--- src/rtl/arb_pkg.sv ---
// Shared types and helpers for the split-capable round-robin bus arbiter.
package arb_pkg;

    typedef enum logic {
        IDLE  = 1'b0,
        GRANT = 1'b1
    } arb_state_t;

    // sel encoding: 0 means no owner, k+1 means master k.
    localparam int SEL_NONE = 0;

    function automatic int idx_to_sel(input int idx);
        return idx + 1;
    endfunction

endpackage

--- src/rtl/rr_priority_pick.sv ---
// Rotating first-one finder: returns the first set request at or after ptr_i,
// wrapping at N_MASTERS.
module rr_priority_pick #(
    parameter int N_MASTERS = 2,
    parameter int IDX_W     = (N_MASTERS > 1) ? $clog2(N_MASTERS) : 1
) (
    input  logic [N_MASTERS-1:0] req_i,
    input  logic [IDX_W-1:0]     ptr_i,
    output logic                 valid_o,
    output logic [IDX_W-1:0]     idx_o
);

    int   cand;
    logic found;

    always_comb begin
        found   = 1'b0;
        idx_o   = '0;
        cand    = 0;
        for (int i = 0; i < N_MASTERS; i++) begin
            cand = int'(ptr_i) + i;
            if (cand >= N_MASTERS) begin
                cand = cand - N_MASTERS;
            end
            if (!found && req_i[IDX_W'(cand)]) begin
                found = 1'b1;
                idx_o = IDX_W'(cand);
            end
        end
        valid_o = found;
    end

endmodule

--- src/rtl/split_rr_arbiter.sv ---
// Round-robin bus arbiter with one outstanding split transaction and an
// optional grant-tenure timeout.
module split_rr_arbiter
    import arb_pkg::*;
#(
    parameter int N_MASTERS = 2,
    parameter int SEL_W     = $clog2(N_MASTERS + 1),
    parameter int MAX_HOLD  = 64
) (
    input  logic                 clk,
    input  logic                 rst_n,
    input  logic [N_MASTERS-1:0] req,
    output logic [N_MASTERS-1:0] grant,
    output logic [SEL_W-1:0]     sel,
    input  logic                 split_i,
    input  logic                 split_done_i,
    output logic                 split_pending_o,
    output logic [SEL_W-1:0]     split_owner_o,
    output logic                 timeout_o
);

    localparam int IDX_W  = (N_MASTERS > 1) ? $clog2(N_MASTERS) : 1;
    localparam int HOLD_W = (MAX_HOLD > 1) ? $clog2(MAX_HOLD) : 1;
    localparam logic [HOLD_W-1:0] HOLD_CAP = HOLD_W'((MAX_HOLD > 0) ? MAX_HOLD - 1 : 0);

    arb_state_t          state_q, state_d;
    logic [IDX_W-1:0]    owner_q, owner_d;
    logic [IDX_W-1:0]    ptr_q, ptr_d;
    logic [HOLD_W-1:0]   hold_q, hold_d;
    logic                resume_q, resume_d;
    logic                split_pending_q, split_pending_d;
    logic [SEL_W-1:0]    split_owner_q, split_owner_d;
    logic                timeout_q, timeout_d;

    logic [IDX_W-1:0]     park_idx;
    logic [N_MASTERS-1:0] park_oh;
    logic [N_MASTERS-1:0] owner_oh;
    logic [N_MASTERS-1:0] elig_req;
    logic                 rivals;
    logic                 pick_vld;
    logic [IDX_W-1:0]     pick_idx;

    function automatic logic [IDX_W-1:0] next_ptr(input logic [IDX_W-1:0] idx);
        return (int'(idx) == N_MASTERS - 1) ? '0 : idx + IDX_W'(1);
    endfunction

    assign park_idx = IDX_W'(int'(split_owner_q) - 1);

    // The parked master stays invisible to RR and to the timeout until its
    // slave reports completion.
    always_comb begin
        park_oh           = '0;
        park_oh[park_idx] = 1'b1;
        owner_oh          = '0;
        owner_oh[owner_q] = 1'b1;
        elig_req          = req & ~((split_pending_q && !resume_q) ? park_oh : '0);
        rivals            = |(elig_req & ~owner_oh);
    end

    rr_priority_pick #(
        .N_MASTERS (N_MASTERS),
        .IDX_W     (IDX_W)
    ) u_pick (
        .req_i   (elig_req),
        .ptr_i   (ptr_q),
        .valid_o (pick_vld),
        .idx_o   (pick_idx)
    );

    always_ff @(posedge clk or negedge rst_n) begin
        if (!rst_n) begin
            state_q         <= IDLE;
            owner_q         <= '0;
            ptr_q           <= '0;
            hold_q          <= '0;
            resume_q        <= 1'b0;
            split_pending_q <= 1'b0;
            split_owner_q   <= '0;
            timeout_q       <= 1'b0;
        end else begin
            state_q         <= state_d;
            owner_q         <= owner_d;
            ptr_q           <= ptr_d;
            hold_q          <= hold_d;
            resume_q        <= resume_d;
            split_pending_q <= split_pending_d;
            split_owner_q   <= split_owner_d;
            timeout_q       <= timeout_d;
        end
    end

    always_comb begin
        state_d         = state_q;
        owner_d         = owner_q;
        ptr_d           = ptr_q;
        hold_d          = hold_q;
        resume_d        = resume_q;
        split_pending_d = split_pending_q;
        split_owner_d   = split_owner_q;
        timeout_d       = 1'b0;

        if (split_done_i && split_pending_q) begin
            resume_d = 1'b1;
        end

        case (state_q)
            IDLE: begin
                if (resume_q) begin
                    // Resume beats RR; a parked master that gave up abandons the split.
                    resume_d        = 1'b0;
                    split_pending_d = 1'b0;
                    split_owner_d   = SEL_W'(SEL_NONE);
                    if (req[park_idx]) begin
                        state_d = GRANT;
                        owner_d = park_idx;
                        ptr_d   = next_ptr(park_idx);
                        hold_d  = '0;
                    end
                end else if (pick_vld) begin
                    state_d = GRANT;
                    owner_d = pick_idx;
                    ptr_d   = next_ptr(pick_idx);
                    hold_d  = '0;
                end
            end
            GRANT: begin
                if (!req[owner_q]) begin
                    state_d = IDLE;
                end else if (split_i && !split_pending_q) begin
                    state_d         = IDLE;
                    split_pending_d = 1'b1;
                    split_owner_d   = SEL_W'(idx_to_sel(int'(owner_q)));
                end else if ((MAX_HOLD > 0) && (hold_q >= HOLD_CAP) && rivals) begin
                    state_d   = IDLE;
                    timeout_d = 1'b1;
                end else if (hold_q < HOLD_CAP) begin
                    hold_d = hold_q + HOLD_W'(1);
                end
            end
            default: state_d = IDLE;
        endcase
    end

    always_comb begin
        grant = '0;
        sel   = SEL_W'(SEL_NONE);
        if (state_q == GRANT) begin
            grant[owner_q] = 1'b1;
            sel            = SEL_W'(idx_to_sel(int'(owner_q)));
        end
        split_pending_o = split_pending_q;
        split_owner_o   = split_owner_q;
        timeout_o       = timeout_q;
    end

endmodule
--- config.mk ---
export PLATFORM = sky130hd
export DESIGN_NAME = split_rr_arbiter
export DESIGN_NICKNAME = d
export VERILOG_FILES = /design/src/rtl/arb_pkg.sv /design/src/rtl/rr_priority_pick.sv /design/src/rtl/split_rr_arbiter.sv
export SDC_FILE = /design/constraint.sdc
export NUM_CORES = 1
export LEC_CHECK = 0
export ABC_CLOCK_PERIOD_IN_PS = 2040
export BUFFER_PORTS_ARGS = -buffer_cell sky130_fd_sc_hd__buf_4
export CORE_MARGIN = 8
export CORE_UTILIZATION = 50
export DETAILED_ROUTE_END_ITERATION = 8
export PLACE_DENSITY = 0.73
export SKIP_CTS_REPAIR_TIMING = 1
export SLEW_MARGIN = 25
export SYNTH_ARGS = -nofsm -noshare
export SYNTH_HDL_FRONTEND = slang
export SYNTH_SLANG_ARGS = --single-unit
--- constraint.sdc ---
create_clock -name clk -period 2.04 [get_ports clk]
set_input_delay 0.102 -clock clk [delete_from_list [all_inputs] [get_ports clk]]
set_output_delay 0.102 -clock clk [all_outputs]
set_load 0.005 [all_outputs]
* After elaboration in Yosys (flattened, before gate mapping) *
Index checks and enable logic that the tools add are counted.

word-level totals
  register bits = 14
  input port bits = 6
  output and inout bits = 8
  logic and storage cells = 114

operators by class
  $add $sub $neg = 8
  order comparisons = 10
  eq/ne operators = 9
  mux-type cells = 59
  bitwise logic cells = 5
  reductions and logical operators = 15

operators with widths
  kind                 number
  $mux 6               7
  $mux 1               40
  $mux 2               6
  $pmux 6 s2           1
  $ne 2x1->1 const B   4
  $logic_and 1x1->1    7
  $add 6x1->6 const B  1
  $ge 6x6->1 const B   1
  $lt 1x3->1 const B   2
  $lt 6x6->1 const B   1
  $ne 2x2->1 const B   3
  $ne 3x3->1 const B   2
  $reduce_and 3->1     2
  $reduce_and 6->1     1
  $add 1x1->2 const B  2
  $and 2x2->2          2
  $lt 1x2->1 const B   2
  $not 2->2            2
  $pmux 1 s2           2
  $pmux 2 s2           1
  $logic_not 1->1      3
  $sub 1x1->1 const B  3
  $add 1x1->1 const B  2
  $demux 1 s1          2
  other kinds (6)      7

* Depth between registers and ports, before layout *
  word-level depth = 18
  depth in mapped cells = 5
  mapped depth without buffers = 5

* By module *
Synthesis repeated with hierarchy kept, for this count alone.

unflattened totals
  cells, all modules = 84
  area, all modules = 848.3 um^2

by module, submodules not included
  module            times used  cells an instance  area an instance (um^2)  seq. area each (um^2)
  split_rr_arbiter  1           82                 834.6                    350.3
  rr_priority_pick  1           2                  13.8                     0.0

* Worst setup path after synthesis *
No wires, ideal clock.

  kind = register -> register
  start point = register split_owner_q[0] (netlist: split_owner_o[0])
  end point = register hold_q[0]
  setup time = 0.125 ns
  data arrival time = 1.476 ns
  slack = 0.439 ns
  cell stages (with the launch flop) = 5
  buffers on the path = 0
  path through = dfrtp_1 -> nand2b_1 -> a2111oi_4 -> a21oi_2 -> mux2_4

on the way
  word-level cells in the longest chain between the ends = 16

RTL lines
  item                                                            line                    RTL
  start: declaration                                              split_rr_arbiter.sv:32  logic [SEL_W-1:0] split_owner_q, split_owner_d;
  start signal: assignment                                        split_rr_arbiter.sv:87  split_owner_q <= split_owner_d;
  $sub 1x1->1 *                                                   split_rr_arbiter.sv:47  assign park_idx = IDX_W'(int'(split_owner_q) - 1);
  $lt 1x2->1 (implied by the code) or $ge 1x1->1 (tied branches)  split_rr_arbiter.sv:53  park_oh[park_idx] = 1'b1;
  $logic_and 1x1->1 (implied by the code)                         split_rr_arbiter.sv:53
  $mux 1 (implied by the code)                                    split_rr_arbiter.sv:53
  $demux 1 s1                                                     split_rr_arbiter.sv:53
  $mux 2                                                          split_rr_arbiter.sv:56  elig_req = req & ~((split_pending_q && !resume_q) ? park_oh : '0);
  $not 2->2                                                       split_rr_arbiter.sv:56
  $and 2x2->2                                                     split_rr_arbiter.sv:56
  $mux 1 (implied by the code) (2 in a row)                       rr_priority_pick.sv:25  if (!found && req_i[IDX_W'(cand)]) begin
  $mux 1                                                          rr_priority_pick.sv:25
  $logic_not 1->1                                                 rr_priority_pick.sv:25
  $logic_and 1x1->1                                               rr_priority_pick.sv:25
  $mux 1                                                          rr_priority_pick.sv:25
  $ne 3x3->1 (no line)                                            --
  $reduce_and 6->1 (no line) *                                    --
  end signal: assignment                                          split_rr_arbiter.sv:84  hold_q <= hold_d;
  end: declaration                                                split_rr_arbiter.sv:29  logic [HOLD_W-1:0] hold_q, hold_d;

Every way passes the cells marked *; elsewhere a longest branch is shown, timed or not. The select of a mux whose other input is x is not followed.
A chain may end at the register's enable or synchronous reset.

* Final worst setup path *
Same ends and word-level chain as after synthesis.

==> flow_metrics.tcl <==
set metrics [dict create \
    status "complete, no violations" \
    maxSlewViolCount 0 \
    fillCellCount 129 \
    drive_gt1_frac 0.3295 \
    p_per_area_mw_per_mm2 1239 \
    grt_max_degree 15 \
    fin_nets 96 \
    synth_area_um2 789.5 \
    core_mm2 0.001489 \
    yosysMostFrequentCell "dfrtp_1" \
    yosysUniqueCellTypes 42 \
    fin_util 0.6319 \
    timing.setup.tns_ps 0 \
    layout_min_cycle_time_ps 1768 \
    avgSynthCellArea_um2 10.97 \
    cts_made_buffers 3 \
    worst_pin_slew_ps 527.2 \
    numPortBuffers 13 \
    hold_viol 0 \
    async_flop_share 1.000 \
    critPathMaxFanout 8 \
    dr.pass1.iters 4 \
    critPathLaunchType "register" \
    clock_sinks 14 \
    ys_ff_latch 14 \
    post-route-period-util 0.8667 \
    num_io_pins 14 \
    end_kind "register" \
    wl_um 1657 \
    drc 0 \
    die_w_um 55.74 \
    htree_levels 1 \
    cp.required_ps 2200 \
    antenna_left 0 \
    track_usage 0.1055 \
    globalplace.congestion 0.8048 \
    vias_per_cell 5.827 \
    route.vias.total 606 \
    worstPathArrival_ps 1930 \
    cts_tree "built" \
    path_class "reg2reg" \
    gr-total-overflow 0 \
    yosys.area.top_type "dfrtp_1" \
    relSlewSlack 0.6486 \
    ys_seq_area_frac 0.4437 \
    path_clk_slew_ps 80 \
    rsz0062_at_grt "no" \
    synthTopCellsByArea "dfrtp_1 44%, a2111oi_4 3.5%, mux2i_1 2.5%, and2_1 2.4%, a21oi_1 1.9%" \
    num_rows 14 \
    clock-root-buffer "clkbuf_4" \
    clk_latency_ps 270 \
    hold_path_class "in2reg" \
    final.setup_skew_ps 1.079 \
    ys.flop_type "dfrtp_1" \
    p_leak_nw 0.4209 \
    vdd_ir_drop_max_mv 0.5453 \
    fp.dieArea_mm2 0.003106 \
    antenna_found_initial 0 \
    initial_utilization 0.5303 \
    synth_nets 79 \
    wl_per_cell_um 15.93 \
    synth-edff-count 0 \
    dieHeight_um 55.74 \
    synthTopCellsByCount "14 x dfrtp_1, 4 x inv_1" \
    grt_pass1_wl_um 2829 \
    ys_warn_count 0 \
    clockBufferDepth 2 \
    grt_pass1_vias 645 \
    drt_iter0_markers 5 \
    synth_top_cell_area_share 0.4437 \
    syn_to_final_growth_pct 19.18 \
    maxClockFrequency_ghz 0.5656 \
    antenna_cells 0 \
    setup_viol 0 \
    dp_hpwl_um 1312 \
    max_cap_violations 0 \
    syn_inst 72 \
]
==> sequential cells by signal (all words and copies together) (netlist names) <==
register         flops
hold_q               6
split_owner_o        2
owner_q              1
ptr_q                1
resume_q             1
split_pending_o      1
state_q              1
timeout_o            1
==> kinds of logic (layout without fill, tap and decap cells) <==
| kind of cell | Yosys count | in the layout | synth area share |
|---|---|---|---|
| compound gates | 20 | 20 | 0.2124 |
| xor+xnor | 1 | 1 | 0.01110 |
| fa+ha+maj | 1 | 1 | 0.01585 |
| buf+inv | 8 | 24 | 0.04911 |
| flops | 14 | 14 | 0.4437 |
| mux | 4 | 4 | 0.06180 |
| simple gates | 24 | 24 | 0.2060 |
==> path summary, 6_finish.rpt <==
kind	startpoint	end	slack, ps	depth (start not counted)
min	split_done_i	resume_q	40	2
max	split_owner_o[0]	hold_q[0]	270	4
min in group asynchronous	rst_n	hold_q[3]	210	2
max in group asynchronous	rst_n	owner_q	1660	2
max reg2reg	split_owner_o[0]	hold_q[0]	270	4
min reg2reg	split_owner_o[1]	split_owner_o[1]	530	2
==> report_power, final <==
part	switching, mW	internal [mW]
sequential	0.108	0.359
combinational	0.235	0.269
clock	0.0863	0.108
total	0.430	0.736
==> critical path, stage by stage (launching register included) <==
cell and delay, ps:
dfrtp_1 470, nand2b_1 250, a2111oi_4 600, a21oi_2 70
mux2_4 270
==> per-layer routing <==
layer  track usage  part of all wire  wire length, µm  up-vias
met4       0.04225            0.0072               12        0
met5             0                 0                0        -
met3       0.03196             0.046               77        2
met1        0.1146              0.45              749      296
met2        0.1843              0.49              817        7
li1              -                 -                -      301
==> layout by cell type, fill, tap and decap left out, types with 2 or more instances in the layout <==
| cell | instances |
|---|---|
| mux2i_1 | 2 |
| nand3_1 | 3 |
| and2_1 | 3 |
| clkbuf_4 | 3 |
| buf_4 | 14 |
| nor2_1 | 2 |
| dfrtp_1 | 14 |
| a31oi_1 | 2 |
| inv_1 | 4 |
| nand2b_1 | 2 |
| nand2_1 | 3 |
| a211oi_1 | 2 |
| a21oi_1 | 3 |
==> area by class of cell <==
type	count	area, µm²	area share
Inverter	5	18.77	0.01995
Clock buffer	4	36.28	0.03856
Tap cell	16	20.02	0.02128
Multi-Input combinational cell	50	400.4	0.4255
Sequential cell	14	350.3	0.3723
Timing Repair Buffer	15	115.1	0.1223
==> stage by stage <==
step	std cells	area, µm²	total power, mW	hold WS, ps	setup slack, ps
final	104	940.9	1.166	41.51	272.0
after global routing	104	940.9	1.255	47.14	112.4
after CTS	103	930.9	1.177	-341.3	285.6
after floorplan	72	789.5	0.8126	-193.6	438.7
after detailed placement	99	894.6	0.9786	-39.89	299.9
after global placement	99	894.6	0.9599	-40.88	361.5
(Power assumes the default switching activity.)
